File: src/rtl/handshake_protocol_monitor_if.sv
// Bundle of per-channel ready/valid handshakes; a passive observer only ever uses the slave view.
interface handshake_protocol_monitor_if #(
    parameter int N_CH   = 4,
    parameter int DATA_W = 8
);
    logic [N_CH-1:0]        valid;
    logic [N_CH-1:0]        ready;
    logic [N_CH*DATA_W-1:0] data;

    modport master (output valid, output ready, output data);
    modport slave  (input  valid, input  ready, input  data);
endinterface

File: src/rtl/handshake_protocol_monitor.sv
// Passive ready/valid checker: drop, payload-stability and stall checks plus transfer counts per channel.
// Violations at edge k are visible after edge k; observes only, never backpressures the bus.
module handshake_protocol_monitor #(
    parameter int  N_CH      = 4,
    parameter int  DATA_W    = 8,
    parameter int  MAX_STALL = 16,
    parameter int  CNT_W     = 16,
    localparam int CH_W      = (N_CH > 1) ? $clog2(N_CH) : 1,
    localparam int SC_W      = (MAX_STALL > 0) ? $clog2(MAX_STALL + 1) : 1
) (
    input  logic                      CLK,
    input  logic                      ASYNCRESETN,
    handshake_protocol_monitor_if.slave bus,
    input  logic                      clear,
    output logic [N_CH-1:0]           err_drop,
    output logic [N_CH-1:0]           err_data,
    output logic [N_CH-1:0]           err_stall,
    output logic                      err_any,
    output logic                      err_pulse,
    output logic [CH_W-1:0]           first_ch,
    output logic [1:0]                first_code,
    output logic [N_CH*CNT_W-1:0]     xfer_count
);

    typedef enum logic {IDLE = 1'b0, WAIT = 1'b1} state_t;

    localparam logic [SC_W-1:0] STALL_MAX = SC_W'(MAX_STALL);
    localparam logic [SC_W-1:0] STALL_PRE = SC_W'(MAX_STALL - 1);

    state_t            state_q [N_CH];
    state_t            state_d [N_CH];
    logic [DATA_W-1:0] lat_q   [N_CH];
    logic [DATA_W-1:0] lat_d   [N_CH];
    logic [SC_W-1:0]   stall_q [N_CH];
    logic [SC_W-1:0]   stall_d [N_CH];
    logic [CNT_W-1:0]  cnt_q   [N_CH];

    logic [N_CH-1:0]   drop_ev;
    logic [N_CH-1:0]   data_ev;
    logic [N_CH-1:0]   stall_ev;
    logic              hit_any;
    logic [CH_W-1:0]   sel_ch;
    logic [1:0]        sel_code;

    always_comb begin
        drop_ev  = '0;
        data_ev  = '0;
        stall_ev = '0;
        for (int i = 0; i < N_CH; i++) begin
            state_d[i] = state_q[i];
            lat_d[i]   = lat_q[i];
            stall_d[i] = stall_q[i];
            case (state_q[i])
                IDLE: begin
                    if (bus.valid[i] && !bus.ready[i]) begin
                        state_d[i]  = WAIT;
                        lat_d[i]    = bus.data[i*DATA_W +: DATA_W];
                        stall_d[i]  = SC_W'(1);
                        stall_ev[i] = (MAX_STALL == 1);
                    end
                end
                WAIT: begin
                    if (!bus.valid[i]) begin
                        drop_ev[i] = 1'b1;
                        state_d[i] = IDLE;
                        stall_d[i] = '0;
                    end else begin
                        // re-latch so one glitch is reported once, not on every later cycle
                        if (bus.data[i*DATA_W +: DATA_W] != lat_q[i]) begin
                            data_ev[i] = 1'b1;
                            lat_d[i]   = bus.data[i*DATA_W +: DATA_W];
                        end
                        if (bus.ready[i]) begin
                            state_d[i] = IDLE;
                            stall_d[i] = '0;
                        end else if (stall_q[i] != STALL_MAX) begin
                            stall_d[i]  = stall_q[i] + 1'b1;
                            stall_ev[i] = (MAX_STALL > 1) && (stall_q[i] == STALL_PRE);
                        end
                    end
                end
                default: state_d[i] = IDLE;
            endcase
        end
    end

    always_comb begin
        hit_any  = |(drop_ev | data_ev | stall_ev);
        sel_ch   = '0;
        sel_code = 2'd0;
        // descending scan so the lowest violating channel is the one left selected
        for (int i = N_CH - 1; i >= 0; i--) begin
            if (drop_ev[i] || data_ev[i] || stall_ev[i]) begin
                sel_ch   = CH_W'(i);
                sel_code = data_ev[i] ? 2'd2 : (drop_ev[i] ? 2'd1 : 2'd3);
            end
        end
    end

    always_ff @(posedge CLK or negedge ASYNCRESETN) begin
        if (!ASYNCRESETN) begin
            for (int i = 0; i < N_CH; i++) begin
                state_q[i] <= IDLE;
                lat_q[i]   <= '0;
                stall_q[i] <= '0;
            end
        end else begin
            for (int i = 0; i < N_CH; i++) begin
                state_q[i] <= state_d[i];
                lat_q[i]   <= lat_d[i];
                stall_q[i] <= stall_d[i];
            end
        end
    end

    // clear wipes the reporting side only; protocol context above keeps running
    always_ff @(posedge CLK or negedge ASYNCRESETN) begin
        if (!ASYNCRESETN) begin
            err_drop   <= '0;
            err_data   <= '0;
            err_stall  <= '0;
            err_pulse  <= 1'b0;
            first_ch   <= '0;
            first_code <= 2'd0;
            for (int i = 0; i < N_CH; i++) cnt_q[i] <= '0;
        end else if (clear) begin
            err_drop   <= '0;
            err_data   <= '0;
            err_stall  <= '0;
            err_pulse  <= 1'b0;
            first_ch   <= '0;
            first_code <= 2'd0;
            for (int i = 0; i < N_CH; i++) cnt_q[i] <= '0;
        end else begin
            err_drop  <= err_drop  | drop_ev;
            err_data  <= err_data  | data_ev;
            err_stall <= err_stall | stall_ev;
            err_pulse <= hit_any;
            if (first_code == 2'd0 && hit_any) begin
                first_ch   <= sel_ch;
                first_code <= sel_code;
            end
            for (int i = 0; i < N_CH; i++) begin
                if (bus.valid[i] && bus.ready[i] && cnt_q[i] != {CNT_W{1'b1}})
                    cnt_q[i] <= cnt_q[i] + 1'b1;
            end
        end
    end

    assign err_any = |{err_drop, err_data, err_stall};

    for (genvar g = 0; g < N_CH; g++) begin : g_cnt
        assign xfer_count[g*CNT_W +: CNT_W] = cnt_q[g];
    end

endmodule

File: src/flat_wrapper.sv
// flat-port wrapper written by rule: the top's interface ports become plain ports
module handshake_protocol_monitor_flat 
#(
    parameter int  N_CH      = 4,
    parameter int  DATA_W    = 8,
    parameter int  MAX_STALL = 16,
    parameter int  CNT_W     = 16,
    localparam int CH_W      = (N_CH > 1) ? $clog2(N_CH) : 1,
    localparam int SC_W      = (MAX_STALL > 0) ? $clog2(MAX_STALL + 1) : 1
)
  (CLK, ASYNCRESETN, clear, err_drop, err_data, err_stall, err_any, err_pulse, first_ch, first_code, xfer_count, bus_valid, bus_ready, bus_data);
  handshake_protocol_monitor_if #(.N_CH(N_CH), .DATA_W(DATA_W)) bus_i ();
  input  logic CLK;
  input  logic ASYNCRESETN;
  input  logic clear;
  output logic [N_CH-1:0] err_drop;
  output logic [N_CH-1:0] err_data;
  output logic [N_CH-1:0] err_stall;
  output logic err_any;
  output logic err_pulse;
  output logic [CH_W-1:0] first_ch;
  output logic [1:0] first_code;
  output logic [N_CH*CNT_W-1:0] xfer_count;
  input wire logic [$bits(bus_i.valid)-1:0] bus_valid;
  input wire logic [$bits(bus_i.ready)-1:0] bus_ready;
  input wire logic [$bits(bus_i.data)-1:0] bus_data;
  assign bus_i.valid = bus_valid;
  assign bus_i.ready = bus_ready;
  assign bus_i.data = bus_data;
  handshake_protocol_monitor #(.N_CH(N_CH), .DATA_W(DATA_W), .MAX_STALL(MAX_STALL), .CNT_W(CNT_W)) u_core (.CLK(CLK), .ASYNCRESETN(ASYNCRESETN), .bus(bus_i), .clear(clear), .err_drop(err_drop), .err_data(err_data), .err_stall(err_stall), .err_any(err_any), .err_pulse(err_pulse), .first_ch(first_ch), .first_code(first_code), .xfer_count(xfer_count));
endmodule
File: config.mk
export PLATFORM = sky130hd
export DESIGN_NAME = handshake_protocol_monitor_flat
export DESIGN_NICKNAME = d
export VERILOG_FILES = /design/src/rtl/handshake_protocol_monitor_if.sv /design/src/rtl/handshake_protocol_monitor.sv /design/src/flat_wrapper.sv
export SDC_FILE = /design/constraint.sdc
export NUM_CORES = 1
export LEC_CHECK = 0
export ABC_AREA = 1
export CAP_MARGIN = 20
export CORE_UTILIZATION = 54
export DETAILED_ROUTE_END_ITERATION = 8
export PLACE_DENSITY = 0.85
export SYNTH_ARGS = -nofsm -noshare
export SYNTH_HDL_FRONTEND = slang
export SYNTH_SLANG_ARGS = --single-unit
File: constraint.sdc
create_clock -name CLK -period 2 [get_ports CLK]
set_input_delay 0.4 -clock CLK [delete_from_list [all_inputs] [get_ports CLK]]
set_output_delay 0.4 -clock CLK [all_outputs]
set_load 0.02 [all_outputs]
==> results_tabular.tex, run 1 <==
\begin{tabular}{lr}
\hline
Metric & Value \\
\hline
\multicolumn{2}{l}{\textbf{Routing}} \\
Routed WL per cell & 14.1 um \\
DR vias/cell & 5.27 \\
ANT nets after route & 0 \\
Violation count after the first detailed-route iteration & 568 \\
Detailed-route wire length & 17600 um \\
Remaining routing DRC violations & 0 \\
Via count & 6583 \\
DRT Pass-1 Iters & 5 \\
\multicolumn{2}{l}{\textbf{Final layout}} \\
Count of filler cells inserted in the layout & 1004 \\
Area used by multi-input combinational logic & 3530 um2 \\
Layout overhead on the synthesized area & 30.4\% \\
Number of diodes added for antenna fixing & 0 \\
Core occupancy in the finished layout & 0.732 \\
Fin nets & 1125 \\
Reg area & 3430 um2 \\
Fraction of final layout cells with drive strength greater than 1 & 0.155 \\
Post-layout instance count excluding filler cells & 1250 \\
\multicolumn{2}{l}{\textbf{Yosys}} \\
Post-synthesis sequential area ratio & 0.456 \\
Most used flip-flop cell after synthesis & sky130\_fd\_sc\_hd\_\_dfrtp\_1 \\
Async set-or-reset flop fraction in the synthesized netlist & 1.00 \\
Total nets after synthesis & 951 \\
Synth cell types & 49 \\
Number of synthesized flops with an enable pin & 0 \\
Yosys warns & 0 \\
Mean Syn Cell Area & 8.43 um2 \\
Combined area of all synthesized cells & 7520 um2 \\
Number of flip-flops and latches in the synthesized netlist & 137 \\
Post-synthesis instance total & 892 \\
\multicolumn{2}{l}{\textbf{Placed design}} \\
Estimated wirelength of the detail-placed design & 12700 um \\
Post-placement setup slack & -0.0638 ns \\
Instance count after placement with tap cells included & 1222 \\
Final weighted congestion in routability-driven placement & 0.846 \\
Buffers added on ports & 124 \\
\multicolumn{2}{l}{\textbf{Global route}} \\
Vias in the first global route & 6563 \\
First-pass GRT wire length & 30400 um \\
Number of antenna violations at the first check in global routing & 0 \\
Total congestion overflow & 0 \\
GR Util All Layers & 0.265 \\
Pin count of the biggest net entering global routing & 45 \\
\multicolumn{2}{l}{\textbf{Timing}} \\
Crit share post-route & 0.972 \\
Maximum achievable frequency & 0.514 GHz \\
Slew at the pin with the worst max-slew slack & 0.465 ns \\
Hold violation count in the final report & 0 \\
Setup repair after global routing missed its margin & false \\
Final worst-path setup slack & 0.0558 ns \\
Setup violations, final & 0 \\
Layout Skew & 0.00848 ns \\
Final total negative setup slack & 0 ns \\
Final count of pins violating max slew & 0 \\
Headroom to the max-slew limit & 0.687 \\
Min Tclk post-route & 1.94 ns \\
\multicolumn{2}{l}{\textbf{Setup path}} \\
CP max stage delay & 0.65 ns \\
Startpoint kind of the worst setup timing path & flop \\
Slack of the worst reg-to-reg path & 0.12 ns \\
Beginning of the critical path & u\_core.xfer\_count[11] \\
End of the worst register-to-register path & u\_core.first\_code[1] \\
Worst Setup End Kind & output port \\
Path type of the worst setup path & flop to output port \\
Maximum net fanout on the critical path & 6 \\
Req. time, crit path & 1.60 ns \\
Data arrival time of the critical path & 1.54 ns \\
Source of the worst register-to-register timing path & u\_core.stall\_q[10] \\
Critical-path top delay cell & sky130\_fd\_sc\_hd\_\_clkdlybuf4s50\_1 \\
Worst R2R Path Depth & 12 \\
Critical path, cell by cell & clkdlybuf4s50\_1 \\
Delay-heaviest family, CP & buffers and inverters \\
Combined buffer and inverter count along the critical path & 1 \\
\multicolumn{2}{l}{\textbf{Floorplanning}} \\
Cell Rows & 42 \\
Core Region & 13400 um2 \\
X dimension of the die & 120 um \\
Boundary pin count & 125 \\
Die Outline Area & 14400 um2 \\
Initial core utilization & 0.561 \\
Height of the die & 120 um \\
\multicolumn{2}{l}{\textbf{Clocking}} \\
Total clock buffers created by CTS & 17 \\
Clock root buffer master & sky130\_fd\_sc\_hd\_\_clkbuf\_16 \\
Clock buffer depth & 2 \\
Clock latency at the later pin of the worst-skew pair & 0.42 ns \\
Setup fix buffers added after clock tree synthesis & 0 \\
CTS tree & yes \\
Sinks on the clock net & 137 \\
Clock transition at the register clock pins on the worst setup and hold paths after CTS & 0.05 ns \\
CTS H-tree lvls & 4 \\
\multicolumn{2}{l}{\textbf{Pwr}} \\
Net Sw Power & 1.79 mW \\
P\_leak & 4.33 nW \\
Register share of total power & 0.446 \\
Pint & 5.17 mW \\
Switching fraction of total power & 0.257 \\
Combinational share of power & 0.148 \\
Total power & 6.96 mW \\
Worst supply voltage drop on vdd & 0.634 mV \\
Portion of total power attributed to the clock network & 0.405 \\
Power density over the cells & 710 nW/um2 \\
\multicolumn{2}{l}{\textbf{Hold path}} \\
Worst hold path type & primary input to async pin \\
\multicolumn{2}{l}{\textbf{Outcome}} \\
Run status & complete, no violations \\
\multicolumn{2}{l}{\textbf{Flow run}} \\
Max Cap Viol & 0 \\
\hline
\end{tabular}
[Yosys cell counts, drive strengths merged (3+ instances only)]
cell type	number	area, um2
a211oi	4	30.0
nor3	32	201
xor2	7	61.3
a31oi	6	37.5
or2	6	40.0
a21oi	61	317
nor3b	3	32.5
nand3	66	395
buf	6	33.8
nand4	15	113
nor2	95	462
ha	16	200
inv	137	514
o31ai	4	30.0
clkbuf	4	15.0
dfrtp	137	3430
nor4	5	37.5
o21ai	60	327
mux2	24	270
xnor2	24	210
nand2	170	696
[power groups by stage]
stage               clock [mW]  combinational, mW  sequential [mW]
global route              3.00               1.15             3.13
detailed placement           0               1.03             3.15
finish                    2.82               1.03             3.11
CTS                       2.86               1.04             3.11
floorplan                    0              0.562             3.17
global placement             0              0.998             3.13
[cells in the final DEF, fill, tap and decap left out, drive strengths merged, types with 7 or more instances in the layout]
cell type / instances
clkdlybuf4s50: 121
xor2: 7
dfrtp: 137
nor3: 32
nand2: 170
ha: 16
inv: 137
nand3: 66
o21ai: 60
mux2: 24
clkbuf: 23
nand4: 15
a21oi: 61
xnor2: 24
buf: 41
nor2: 95
[worst max path at each step]
stage                            endpoint  cells past startpoint
finish                     xfer_count[11]                      1
global route               xfer_count[23]                      1
CTS                               err_any                      3
detailed placement        u_core.lat_q[2]                      5
global placement          u_core.lat_q[3]                      5
floorplan           u_core.xfer_count[47]                     11
[kinds of logic after synthesis]
| kind of cell | Yosys count | share of synthesized area |
|---|---|---|
| simple gates | 394 | 0.265 |
| buf+inv | 149 | 0.0759 |
| compound gates | 141 | 0.105 |
| flops | 137 | 0.456 |
| xor+xnor | 31 | 0.0361 |
| mux | 24 | 0.0360 |
| fa+ha+maj | 16 | 0.0266 |
[what timing repair did]
action                                  CTS  global route
endpoints found under the hold margin    37             0
endpoints found under the setup margin    1             6
resized for setup                         2             5
hold buffers                              1             0
pin swaps                                 0             1
gates cloned                              0             0
[flip-flops by register name, summed over array words and instances, names as in the netlist, 4 cells and up]
signal and flops:
u_core.lat_q 32, u_core.err_stall 4, u_core.xfer_count 64, u_core.err_drop 4, u_core.stall_q 20, u_core.state_q 4, u_core.err_data 4
[through the flow]
step | instance area (um2) | hold slack (ns)
4_1_cts | 9800 | 0.473
2_1_floorplan | 7520 | 0.104
3_5_place_dp | 9270 | 0.343
3_3_place_gp | 9270 | 0.344
6_report | 9800 | 0.466
5_1_grt | 9800 | 0.492
[cell type report]
type	instances	area share
well taps	176	0.0225
repair buffers	165	0.162
clock buffers	22	0.0474
flip-flops and latches	137	0.350
inverters	139	0.0532
multi-input cells	606	0.360
clock inverters	5	0.00511
[per-layer routing]
layer / vias up / routed length [um] / share of wire / global-route usage
met5: - / 0 / 0 / 0
met4: 0 / 233 / 0.013 / 0.0781
met3: 22 / 804 / 0.046 / 0.0585
met2: 166 / 8770 / 0.50 / 0.444
met1: 3125 / 7830 / 0.44 / 0.342
li1: 3270 / - / - / -
Note: power is estimated with default switching activity, not from simulation.
==> run 2, diff against run 1 <==
SETUP_SLACK_MARGIN = 0.3   (was not set)
==> results_tabular.tex, run 2 (same netlist as run 1, synthesis figures left out) <==
\begin{tabular}{lr}
\hline
Metric & Value \\
\hline
\multicolumn{2}{l}{\textbf{Setup path}} \\
Path type of the worst setup path & flop to flop (was flop to output port) \\
Worst R2R Path Depth & 13 (was 12) \\
End of the worst register-to-register path & u\_core.first\_ch[0] (was u\_core.first\_code[1]) \\
Worst Setup End Kind & flop (was output port) \\
Source of the worst register-to-register timing path & u\_core.stall\_q[5] (was u\_core.stall\_q[10]) \\
Slack of the worst reg-to-reg path & 0.17 ns (was 0.12 ns) \\
Maximum net fanout on the critical path & 5 (was 6) \\
Data arrival time of the critical path & 2.19 ns (was 1.54 ns) \\
Startpoint kind of the worst setup timing path & flop (unchanged) \\
Req. time, crit path & 2.35 ns (was 1.60 ns) \\
\multicolumn{2}{l}{\textbf{Global route}} \\
Total congestion overflow & 0 (unchanged) \\
GR Util All Layers & 0.267 (was 0.265) \\
Number of antenna violations at the first check in global routing & 0 (unchanged) \\
Vias in the first global route & 6621 (was 6563) \\
Pin count of the biggest net entering global routing & 52 (was 45) \\
First-pass GRT wire length & 30600 um (was 30400 um) \\
\multicolumn{2}{l}{\textbf{Final layout}} \\
Fin nets & 1172 (was 1125) \\
Post-layout instance count excluding filler cells & 1299 (was 1250) \\
Design Area, Final & 10400 um2 (was 9800 um2) \\
Number of diodes added for antenna fixing & 0 (unchanged) \\
Fraction of final layout cells with drive strength greater than 1 & 0.243 (was 0.155) \\
Number of flip-flops in the largest register & 64 (unchanged) \\
Commonest cells after routing, fill and taps aside & sky130\_fd\_sc\_hd\_\_nand2\_1 (142), sky130\_fd\_sc\_hd\_\_dfrtp\_1 (134), sky130\_fd\_sc\_hd\_\_inv\_1 (112), sky130\_fd\_sc\_hd\_\_dlygate4sd2\_1 (78), sky130\_fd\_sc\_hd\_\_buf\_4 (78) (was sky130\_fd\_sc\_hd\_\_nand2\_1 (151), sky130\_fd\_sc\_hd\_\_dfrtp\_1 (137), sky130\_fd\_sc\_hd\_\_clkdlybuf4s50\_1 (121), sky130\_fd\_sc\_hd\_\_inv\_1 (119), sky130\_fd\_sc\_hd\_\_nor2\_1 (77)) \\
Layout overhead on the synthesized area & 38.3\% (was 30.4\%) \\
Commonest non-fill, non-tap cell in the layout & sky130\_fd\_sc\_hd\_\_nand2\_1 (unchanged) \\
\multicolumn{2}{l}{\textbf{Outcome}} \\
Run status & complete, no violations (unchanged) \\
\multicolumn{2}{l}{\textbf{Floorplanning}} \\
Core Region & 13400 um2 (unchanged) \\
Boundary pin count & 125 (unchanged) \\
Cell Rows & 42 (unchanged) \\
Height of the die & 120 um (unchanged) \\
Die Outline Area & 14400 um2 (unchanged) \\
Initial core utilization & 0.561 (unchanged) \\
X dimension of the die & 120 um (unchanged) \\
\multicolumn{2}{l}{\textbf{Timing}} \\
Min Tclk post-route & 1.83 ns (was 1.94 ns) \\
Crit share post-route & 0.917 (was 0.972) \\
Headroom to the max-slew limit & 0.724 (was 0.687) \\
Final worst-path setup slack & 0.165 ns (was 0.0558 ns) \\
Setup violations, final & 0 (unchanged) \\
Layout Skew & 0.00606 ns (was 0.00848 ns) \\
Slew at the pin with the worst max-slew slack & 0.413 ns (was 0.465 ns) \\
Hold violation count in the final report & 0 (unchanged) \\
Final count of pins violating max slew & 0 (unchanged) \\
Final total negative setup slack & 0 ns (unchanged) \\
Maximum achievable frequency & 0.545 GHz (was 0.514 GHz) \\
Setup repair after global routing missed its margin & true (was false) \\
\multicolumn{2}{l}{\textbf{Placed design}} \\
Placed instance area & 9280 um2 (was 9270 um2) \\
Final weighted congestion in routability-driven placement & 0.857 (was 0.846) \\
Buffers added on ports & 124 (unchanged) \\
Estimated wirelength of the detail-placed design & 12500 um (was 12700 um) \\
Post-placement setup slack & -0.0819 ns (was -0.0638 ns) \\
Instance count after placement with tap cells included & 1223 (was 1222) \\
\multicolumn{2}{l}{\textbf{Routing}} \\
ANT nets after route & 0 (unchanged) \\
DRT Pass-1 Iters & 5 (unchanged) \\
DR vias/cell & 5.37 (was 5.27) \\
Violation count after the first detailed-route iteration & 587 (was 568) \\
Detailed-route wire length & 19400 um (was 17600 um) \\
Routed WL per cell & 14.9 um (was 14.1 um) \\
Via count & 6981 (was 6583) \\
Remaining routing DRC violations & 0 (unchanged) \\
\multicolumn{2}{l}{\textbf{Pwr}} \\
Power density over the cells & 677 nW/um2 (was 710 nW/um2) \\
P\_leak & 4.95 nW (was 4.33 nW) \\
Total power & 7.04 mW (was 6.96 mW) \\
Worst supply voltage drop on vdd & 0.559 mV (was 0.634 mV) \\
\multicolumn{2}{l}{\textbf{Clocking}} \\
Clock buffer depth & 2 (unchanged) \\
Clock transition at the register clock pins on the worst setup and hold paths after CTS & 0.06 ns (was 0.05 ns) \\
Clock root buffer master & sky130\_fd\_sc\_hd\_\_clkbuf\_16 (unchanged) \\
Total clock buffers created by CTS & 17 (unchanged) \\
CTS tree & yes (unchanged) \\
CTS H-tree lvls & 4 (unchanged) \\
Clock latency at the later pin of the worst-skew pair & 0.42 ns (about the same) \\
Sinks on the clock net & 137 (unchanged) \\
\multicolumn{2}{l}{\textbf{Flow run}} \\
Max Cap Viol & 0 (unchanged) \\
\multicolumn{2}{l}{\textbf{Hold path}} \\
Worst hold path type & primary input to async pin (unchanged) \\
\hline
\end{tabular}
-- run 2: cell count changes in the layout (fill, tap and decap cells not counted), sizes merged --
cell           before  now
clkbuf             23   26
clkinvlp            0    1
buf                41   89
clkdlybuf4s50     121   41
bufinv              1    0
dlygate4sd2         0   78
clkdlybuf4s15       0    2
clkinv              6    4
-- run 2: what timing repair did --
item	CTS	global route
resized for setup	103	81
endpoints found under the setup margin	101	73
pin swaps	11	37
buffers inserted	15	31
cloned	0	0
hold endpoints to repair	35	0
hold buffers	1	0
-- run 2: power breakdown --
| group | switching (mW) | internal (mW) | leakage [nW] | total (mW) |
|---|---|---|---|---|
| clock | 1.12 | 1.66 | 0.246 | 2.77 |
| sequential | 0.144 | 2.96 | 1.81 | 3.10 |
| combinational | 0.613 | 0.547 | 2.89 | 1.16 |
-- run 2: layout make-up --
cell class	count	area [um2]
inverters	139	524
well taps	176	220
flip-flops and latches	137	3430
repair buffers	212	1870
clock inverters	3	17.5
clock buffers	26	489
fillers	895	3010
multi-input cells	606	3850
-- run 2: stage by stage --
step / hold slack (ns) / utilization
finish: 0.466 / 0.776
detailed placement: 0.342 / 0.692
CTS: 0.473 / 0.738
floorplan: 0.104 / -
global placement: 0.341 / 0.692
global route: 0.500 / 0.776
-- run 2: worst max path at each step --
stage,from,to,slack [ns],depth (start not counted)
floorplan,u_core.xfer_count[33],u_core.xfer_count[47],0.32,11
global placement,bus_valid[3],u_core.lat_q[3],-0.04,5
detailed placement,bus_valid[3],u_core.lat_q[3],-0.08,5
CTS,u_core.err_data[1],err_any,0.08,3
global route,u_core.stall_q[10],u_core.first_ch[0],0.04,13
finish,u_core.stall_q[5],u_core.first_ch[0],0.17,13
-- run 2: critical path, cell delays in order (launching register included) --
cell,delay [ns]
sky130_fd_sc_hd__dfrtp_1,0.42
sky130_fd_sc_hd__ha_2,0.21
sky130_fd_sc_hd__nand2_2,0.08
sky130_fd_sc_hd__nor2_2,0.04
sky130_fd_sc_hd__ha_2,0.20
sky130_fd_sc_hd__nand3_4,0.07
sky130_fd_sc_hd__nand2_2,0.06
sky130_fd_sc_hd__inv_2,0.08
sky130_fd_sc_hd__nand2_4,0.06
sky130_fd_sc_hd__nor2_4,0.17
sky130_fd_sc_hd__nand2_2,0.11
sky130_fd_sc_hd__nand2_2,0.10
sky130_fd_sc_hd__nand3_1,0.08
sky130_fd_sc_hd__nand2_1,0.08
-- run 2: metal layers --
metal	vias to the layer above	share of wire	GRT usage	routed length, um
met3	35	0.060	0.0599	1160
met2	249	0.51	0.445	9860
met5	-	0	0	0
li1	3363	-	-	-
met4	0	0.014	0.0852	276
met1	3334	0.42	0.345	8050
